==> src/rtl/mips_fetch_pkg.sv <==
// Shared types and constants for the MIPS instruction-fetch stage.
// Optional statistics counters are enabled with MIPS_FETCH_STATS_EN.
package mips_fetch_pkg;

    typedef enum logic {
        ST_RUN     = 1'b0,
        ST_DISCARD = 1'b1
    } fetch_state_e;

    localparam logic [31:0] NOP_INSTR        = 32'h0000_0000;
    localparam logic [31:0] DEFAULT_RESET_PC = 32'h0000_0000;
    localparam int          QENTRY_W         = 64;

    typedef struct packed {
        logic [31:0] instr;
        logic [31:0] pc4;
    } qentry_t;

endpackage

==> src/rtl/fetch_queue.sv <==
// Small synchronous FIFO holding prefetched {instr, pc4} entries.
// DEPTH must be a power of two so the pointers wrap naturally.
module fetch_queue
    import mips_fetch_pkg::*;
#(
    parameter int DEPTH = 2,
    parameter int CW    = $clog2(DEPTH + 1)
) (
    input  logic                clk,
    input  logic                reset,
    input  logic                push,
    input  logic                pop,
    input  logic                flush,
    input  logic [QENTRY_W-1:0] push_data,
    output logic [CW-1:0]       count,
    output logic [QENTRY_W-1:0] head
);

    localparam int PW = $clog2(DEPTH);

    logic [QENTRY_W-1:0] mem_q [DEPTH];
    logic [PW-1:0]       rd_ptr_q, rd_ptr_d;
    logic [PW-1:0]       wr_ptr_q, wr_ptr_d;
    logic [CW-1:0]       count_q, count_d;

    always_comb begin
        rd_ptr_d = rd_ptr_q;
        wr_ptr_d = wr_ptr_q;
        count_d  = count_q;
        if (flush) begin
            rd_ptr_d = '0;
            wr_ptr_d = '0;
            count_d  = '0;
        end else begin
            if (push) wr_ptr_d = wr_ptr_q + PW'(1);
            if (pop)  rd_ptr_d = rd_ptr_q + PW'(1);
            if (push && !pop)      count_d = count_q + CW'(1);
            else if (pop && !push) count_d = count_q - CW'(1);
        end
    end

    always_ff @(posedge clk or negedge reset) begin
        if (!reset) begin
            rd_ptr_q <= '0;
            wr_ptr_q <= '0;
            count_q  <= '0;
        end else begin
            rd_ptr_q <= rd_ptr_d;
            wr_ptr_q <= wr_ptr_d;
            count_q  <= count_d;
        end
    end

    // Storage needs no reset: count_q alone decides which entries are live.
    always_ff @(posedge clk) begin
        if (push && !flush) mem_q[wr_ptr_q] <= push_data;
    end

    assign count = count_q;
    assign head  = mem_q[rd_ptr_q];

endmodule

==> src/rtl/mips_fetch_unit.sv <==
// Instruction-fetch stage: PC, imem req/ack, prefetch queue and IF/ID register.
// Define MIPS_FETCH_STATS_EN to add the bubble_cnt / flush_cnt counters.
module mips_fetch_unit
    import mips_fetch_pkg::*;
#(
    parameter logic [31:0] RESET_PC = DEFAULT_RESET_PC,
    parameter int          QDEPTH   = 2
) (
    input  logic         clk,
    input  logic         reset,
    output logic         imem_req,
    output logic [31:0]  imem_addr,
    input  logic         imem_ack,
    input  logic [31:0]  imem_rdata,
    input  logic         hold,
    input  logic         redirect,
    input  logic [31:0]  redirect_pc,
    output logic         id_valid,
    output logic [31:0]  id_instr,
    output logic [31:0]  id_pc4,
    output fetch_state_e dbg_state
`ifdef MIPS_FETCH_STATS_EN
    ,
    output logic [31:0]  bubble_cnt,
    output logic [31:0]  flush_cnt
`endif
);

    localparam int CW = $clog2(QDEPTH + 1);

    fetch_state_e state_q, state_d;
    logic [31:0]  pc_q, pc_d;
    logic [31:0]  tgt_q, tgt_d;
    logic         started_q, started_d;
    logic         id_valid_q, id_valid_d;
    logic [31:0]  id_instr_q, id_instr_d;
    logic [31:0]  id_pc4_q, id_pc4_d;

    logic [CW-1:0] q_count;
    qentry_t       q_head, q_in;
    logic          ack_v, pending, bypass, q_push, q_pop;

    // Handshake: imem_req/imem_addr stay stable until a cycle with imem_ack=1;
    // that cycle completes the transfer, and ack while req=0 is ignored.
    always_comb begin
        imem_req = started_q && ((state_q == ST_DISCARD) || (q_count < CW'(QDEPTH)));
        ack_v    = imem_ack && imem_req;
        pending  = imem_req && !imem_ack;
        bypass   = ack_v && (state_q == ST_RUN) && !redirect && !hold && (q_count == '0);
        q_push   = ack_v && (state_q == ST_RUN) && !redirect && !bypass;
        q_pop    = !redirect && !hold && (q_count != '0);
        q_in     = '{instr: imem_rdata, pc4: pc_q + 32'd4};
    end

    fetch_queue #(
        .DEPTH (QDEPTH),
        .CW    (CW)
    ) u_queue (
        .clk       (clk),
        .reset     (reset),
        .push      (q_push),
        .pop       (q_pop),
        .flush     (redirect),
        .push_data (q_in),
        .count     (q_count),
        .head      (q_head)
    );

    always_comb begin
        state_d    = state_q;
        pc_d       = pc_q;
        tgt_d      = tgt_q;
        started_d  = 1'b1;
        id_valid_d = id_valid_q;
        id_instr_d = id_instr_q;
        id_pc4_d   = id_pc4_q;

        // A redirect that catches a request in flight must wait for its ack.
        if (redirect) begin
            if (pending) begin
                state_d = ST_DISCARD;
                tgt_d   = redirect_pc;
            end else begin
                state_d = ST_RUN;
                pc_d    = redirect_pc;
            end
        end else if (state_q == ST_DISCARD) begin
            if (ack_v) begin
                state_d = ST_RUN;
                pc_d    = tgt_q;
            end
        end else if (ack_v) begin
            pc_d = pc_q + 32'd4;
        end

        if (redirect) begin
            id_valid_d = 1'b0;
            id_instr_d = NOP_INSTR;
        end else if (!hold) begin
            if (q_pop) begin
                id_valid_d = 1'b1;
                id_instr_d = q_head.instr;
                id_pc4_d   = q_head.pc4;
            end else if (bypass) begin
                id_valid_d = 1'b1;
                id_instr_d = q_in.instr;
                id_pc4_d   = q_in.pc4;
            end else begin
                id_valid_d = 1'b0;
                id_instr_d = NOP_INSTR;
            end
        end
    end

    always_ff @(posedge clk or negedge reset) begin
        if (!reset) begin
            state_q    <= ST_RUN;
            pc_q       <= RESET_PC;
            tgt_q      <= RESET_PC;
            started_q  <= 1'b0;
            id_valid_q <= 1'b0;
            id_instr_q <= NOP_INSTR;
            id_pc4_q   <= 32'h0;
        end else begin
            state_q    <= state_d;
            pc_q       <= pc_d;
            tgt_q      <= tgt_d;
            started_q  <= started_d;
            id_valid_q <= id_valid_d;
            id_instr_q <= id_instr_d;
            id_pc4_q   <= id_pc4_d;
        end
    end

    assign imem_addr = pc_q;
    assign id_valid  = id_valid_q;
    assign id_instr  = id_instr_q;
    assign id_pc4    = id_pc4_q;
    assign dbg_state = state_q;

`ifdef MIPS_FETCH_STATS_EN
    logic [31:0] bubble_cnt_q, bubble_cnt_d;
    logic [31:0] flush_cnt_q, flush_cnt_d;
    logic        bubble_ev;

    always_comb begin
        bubble_ev    = !redirect && !hold && !q_pop && !bypass;
        bubble_cnt_d = bubble_cnt_q;
        flush_cnt_d  = flush_cnt_q;
        if (bubble_ev && (bubble_cnt_q != '1)) bubble_cnt_d = bubble_cnt_q + 32'd1;
        if (redirect && (flush_cnt_q != '1))   flush_cnt_d  = flush_cnt_q + 32'd1;
    end

    always_ff @(posedge clk or negedge reset) begin
        if (!reset) begin
            bubble_cnt_q <= '0;
            flush_cnt_q  <= '0;
        end else begin
            bubble_cnt_q <= bubble_cnt_d;
            flush_cnt_q  <= flush_cnt_d;
        end
    end

    assign bubble_cnt = bubble_cnt_q;
    assign flush_cnt  = flush_cnt_q;
`endif

endmodule

==> config.mk <==
export PLATFORM = sky130hd
export DESIGN_NAME = mips_fetch_unit
export DESIGN_NICKNAME = d
export VERILOG_FILES = /design/src/rtl/mips_fetch_pkg.sv /design/src/rtl/fetch_queue.sv /design/src/rtl/mips_fetch_unit.sv
export SDC_FILE = /design/constraint.sdc
export NUM_CORES = 1
export LEC_CHECK = 0
export BUFFER_PORTS_ARGS = -buffer_cell sky130_fd_sc_hd__buf_4
export CORE_MARGIN = 1
export CORE_UTILIZATION = 35
export DETAILED_ROUTE_END_ITERATION = 6
export PLACE_DENSITY_LB_ADDON = 0.08
export SETUP_SLACK_MARGIN = 0.02
export SKIP_CTS_REPAIR_TIMING = 1
export SLEW_MARGIN = 20
export SYNTH_ARGS = -nofsm -noshare
export SYNTH_HDL_FRONTEND = slang
export SYNTH_SLANG_ARGS = --single-unit
==> constraint.sdc <==
create_clock -name clk -period 5.8 [get_ports clk]
set_input_delay 0.58 -clock clk [delete_from_list [all_inputs] [get_ports clk]]
set_output_delay 0.58 -clock clk [all_outputs]
set_load 0.01 [all_outputs]
==> impl_metrics.sql <==
INSERT INTO impl_metrics (metric_group, metric, value, unit) VALUES
('timing', 'grt_setup_unrepaired', 'false', ''),
('timing', 'tightest_slew', '1.03', 'ns'),
('timing', 'final_worst_path_period_need', '3.03', 'ns'),
('timing', 'setup-violations-final', '0', ''),
('timing', 'timing.max_slew.rel_slack', '30.8', '%'),
('setup_path', 'worst_setup_path_end_kind', 'flop', ''),
('timing', 'final-max-slew-violation-count', '0', ''),
('timing', 'timing.final.hold_violations', '0', ''),
('pwr', 'totalPowerFinal', '4.83', 'mW'),
('logic_synthesis', 'avgSynthCellArea', '12.5', 'sq um'),
('logic_synthesis', 'netlist_area', '11400', 'sq um'),
('setup_path', 'worstRegToRegCells', '6', ''),
('routing', 'post_detailed_route_wirelength_per_cell', '19.7', 'microns'),
('logic_synthesis', 'postSynthCellCount', '916', ''),
('cts', 'clk_latency', '0.55', 'ns'),
('cells_and_area', 'fill_cell_count', '3049', ''),
('floorplanning', 'floorplan.die.width', '183', 'microns'),
('floorplanning', 'num_io_pins', '168', ''),
('routing', 'dr.pass1.iters', '5', ''),
('min_path', 'holdCritPathClass', 'in2async', ''),
('routing', 'initialDrtViolationCount', '511', ''),
('cells_and_area', 'multiInputGateArea', '3910', 'sq um'),
('setup_path', 'cp_max_fo', '28', ''),
('logic_synthesis', 'synth_cell_type_count', '55', ''),
('status', 'result_of_the_run', 'finished, final reports clean', ''),
('logic_synthesis', 'synth_warnings', '0', ''),
('cells_and_area', 'num-nets-final', '1126', ''),
('cts', 'clkSlewWorstSetupHoldPaths', '0.06', 'ns'),
('cts', 'clk_path_buf_depth', '3', ''),
('floorplanning', 'die_area', '33400', 'sq um'),
('pwr', 'p_leak', '5.52', 'nW'),
('routing', 'routed_wire_length', '29900', 'microns'),
('cells_and_area', 'register_area', '7230', 'sq um'),
('cts', 'clock_tree.htree_level_count', '1', ''),
('setup_path', 'required', '6.00', 'ns'),
('logic_synthesis', 'synthFlopType', 'sky130_fd_sc_hd__dfrtp_1', ''),
('setup_path', 'crit_path_start', 'dbg_state', ''),
('cts', 'tritoncts', 'yes', ''),
('setup_path', 'cp.arrival', '3.23', 'ns'),
('cts', 'root_buffer', 'sky130_fd_sc_hd__clkbuf_16', ''),
('global_route', 'grt_first_pass_wirelength', '46600', 'microns'),
('cells_and_area', 'postLayoutCoreUtil', '44.1', '%'),
('timing', 'timing.final.crit_share', '52.2', '%'),
('cells_and_area', 'antenna_cells_inserted', '0', ''),
('timing', 'setup_total_negative_slack', '0', 'ns'),
('placement', 'portBuffers', '167', ''),
('setup_path', 'timing_worst_setup_path_type', 'reg2reg', ''),
('logic_synthesis', 'number_of_register_bits_inferred_by_synthesis', '263', ''),
('global_route', 'grt_overflow', '0', ''),
('routing', 'detailroute.via_count', '7857', ''),
('placement', 'gp_congestion', '0.771', ''),
('placement', 'detailedPlacementHpwl', '18900', 'microns'),
('logic_synthesis', 'number_of_flops_mapped_to_enable_cells_by_yosys', '128', ''),
('pwr', 'power_density', '343', 'nW/um^2'),
('cells_and_area', 'design_area', '14100', 'sq um'),
('cts', 'cts_made_buffers', '30', ''),
('global_route', 'first_global_vias', '7768', ''),
('pwr', 'max-vdd-ir-drop', '0.226', 'mV'),
('setup_path', 'timing.critical_path.from_type', 'flop', ''),
('logic_synthesis', 'synth_nets', '986', ''),
('global_route', 'groute.usage.overall', '17.9', '%'),
('cells_and_area', 'post_route_cells_drive_above_1_share', '26.0', '%'),
('floorplanning', 'initial_core_util', '35.9', '%'),
('timing', 'timing.clock.skew', '0.00847', 'ns'),
('global_route', 'grt_start_max_net_pins', '83', ''),
('run', 'drv_cap', '0', ''),
('logic_synthesis', 'synth_seq_area_share', '63.1', '%'),
('placement', 'placed_area', '13100', 'sq um'),
('timing', 'fmaxAchievable', '0.330', 'GHz'),
('routing', 'detail_route.vias_per_cell', '5.19', ''),
('routing', 'drc', '0', ''),
('global_route', 'antenna_found_initial', '0', ''),
('floorplanning', 'std_cell_rows', '65', ''),
('routing', 'drtAntennaViolNets', '0', ''),
('floorplanning', 'dieHeight', '183', 'microns'),
('cells_and_area', 'synthesis_to_layout_area_growth', '22.8', '%'),
('floorplanning', 'coreArea', '31900', 'sq um'),
('logic_synthesis', 'asyncSetResetFlopFracSynth', '51.3', '%'),
('setup_path', 'origin_of_the_critical_flop_to_flop_path', 'dbg_state', ''),
('cts', 'clock_sink_total', '263', '');
==> cell usage after synthesis (8+ instances only) <==
library cell | count | area share [%]
sky130_fd_sc_hd__mux2_2 | 35 | 3.4
sky130_fd_sc_hd__o21ai_0 | 58 | 2.5
sky130_fd_sc_hd__inv_1 | 16 | 0.52
sky130_fd_sc_hd__clkbuf_1 | 55 | 1.8
sky130_fd_sc_hd__xnor2_1 | 14 | 1.1
sky130_fd_sc_hd__xor2_1 | 14 | 1.1
sky130_fd_sc_hd__mux2i_1 | 64 | 5.6
sky130_fd_sc_hd__a221o_1 | 32 | 2.8
sky130_fd_sc_hd__a222oi_1 | 11 | 0.96
sky130_fd_sc_hd__nand3_1 | 32 | 1.4
sky130_fd_sc_hd__buf_1 | 10 | 0.33
sky130_fd_sc_hd__edfxtp_1 | 128 | 34
sky130_fd_sc_hd__a31oi_1 | 14 | 0.76
sky130_fd_sc_hd__nand2_1 | 28 | 0.92
sky130_fd_sc_hd__nor2_1 | 92 | 3.0
sky130_fd_sc_hd__or3_1 | 9 | 0.49
sky130_fd_sc_hd__dfrtp_1 | 135 | 30
sky130_fd_sc_hd__o2bb2ai_1 | 9 | 0.69
sky130_fd_sc_hd__o22ai_1 | 11 | 0.60
sky130_fd_sc_hd__nor4_1 | 8 | 0.44
sky130_fd_sc_hd__buf_2 | 8 | 0.35
sky130_fd_sc_hd__nor3_1 | 16 | 0.70
sky130_fd_sc_hd__nand4_1 | 10 | 0.55
sky130_fd_sc_hd__a21oi_1 | 22 | 0.96
==> worst paths after layout <==
check                           slack, ns              endpoint
worst max-delay path                 2.77  u_queue.mem_q[0][35]
worst min-delay path                 0.07          id_instr[26]
worst max register to register       2.77  u_queue.mem_q[0][35]
worst min register to register       0.50              tgt_q[5]
max in group asynchronous            4.43             tgt_q[24]
min in group clk                     0.22  u_queue.mem_q[1][57]
==> final cells by class <==
| class | count | area share (%) |
|---|---|---|
| flip-flops and latches | 263 | 51.4 |
| multi-input cells | 561 | 27.8 |
| repair buffers | 184 | 9.99 |
| clock buffers | 43 | 5.83 |
| well taps | 435 | 3.87 |
| clock inverters | 13 | 0.694 |
| inverters | 16 | 0.427 |
==> flip-flops by register name (all words and copies together) (netlist names) <==
signal	cells
dbg_state	1
id_instr	32
u_queue.wr_ptr_q	1
id_valid	1
u_queue.mem_q	128
started_q	1
id_pc4	32
imem_addr	32
u_queue.count	2
u_queue.rd_ptr_q	1
tgt_q	32
==> routing by layer <==
metal / up-vias / track usage [%] / share of wire, %
met4: 0 / 3.80 / 1.8
met5: - / 0 / 0
met1: 3872 / 25.7 / 49
met3: 38 / 2.94 / 4.7
met2: 197 / 28.5 / 45
li1: 3750 / - / -
==> stage by stage <==
step / setup slack (ns) / hold WS (ns) / cells
after detailed placement: 2.09 / 0.489 / 1458
after global routing: 2.43 / 0.173 / 1515
final: 2.77 / 0.0736 / 1515
after global placement: 2.14 / 0.480 / 1458
after CTS: 2.48 / 0.130 / 1514
after floorplan: 0.985 / 0.284 / 916
==> where the power goes <==
group / switching, mW / internal (mW) / leakage [nW]
clock: 0.749 / 1.02 / 0.448
sequential: 0.173 / 2.15 / 2.86
combinational: 0.373 / 0.356 / 2.22
==> cells in the final DEF (no fill, tap or decap), types with 30 or more instances in the layout <==
| cell | netlist | layout |
|---|---|---|
| sky130_fd_sc_hd__mux2_2 | 35 | 35 |
| sky130_fd_sc_hd__nand3_1 | 32 | 32 |
| sky130_fd_sc_hd__clkbuf_16 | 0 | 30 |
| sky130_fd_sc_hd__o21ai_0 | 58 | 58 |
| sky130_fd_sc_hd__dfrtp_1 | 135 | 134 |
| sky130_fd_sc_hd__a221o_1 | 32 | 32 |
| sky130_fd_sc_hd__buf_4 | 2 | 182 |
| sky130_fd_sc_hd__edfxtp_1 | 128 | 128 |
| sky130_fd_sc_hd__mux2i_1 | 64 | 63 |
| sky130_fd_sc_hd__nor2_1 | 92 | 89 |
==> worst max-delay path, stage by stage, from the launching register on <==
cell                      delay (ns)
sky130_fd_sc_hd__dfrtp_1        0.35
sky130_fd_sc_hd__buf_4          0.21
sky130_fd_sc_hd__or2_1          0.24
sky130_fd_sc_hd__nor3_1         0.38
sky130_fd_sc_hd__o21ai_0        0.40
sky130_fd_sc_hd__nor2_4         0.57
sky130_fd_sc_hd__buf_4          0.49
==> cell families (layout without fill, tap and decap cells) <==
group / after synthesis / after routing / synth area share [%]
xor gates and xnor gates: 28 / 28 / 2.14
AOI/OAI and AO/OA: 207 / 207 / 13.0
muxes: 99 / 99 / 9.04
DFF: 263 / 263 / 63.1
adders and majority gates: 1 / 1 / 0.109
buffers and inverters: 92 / 256 / 3.18
other: 1 / 1 / 0.0328
and+or+nand+nor: 225 / 225 / 9.44
No activity file was read; power rests on OpenSTA's default activity.
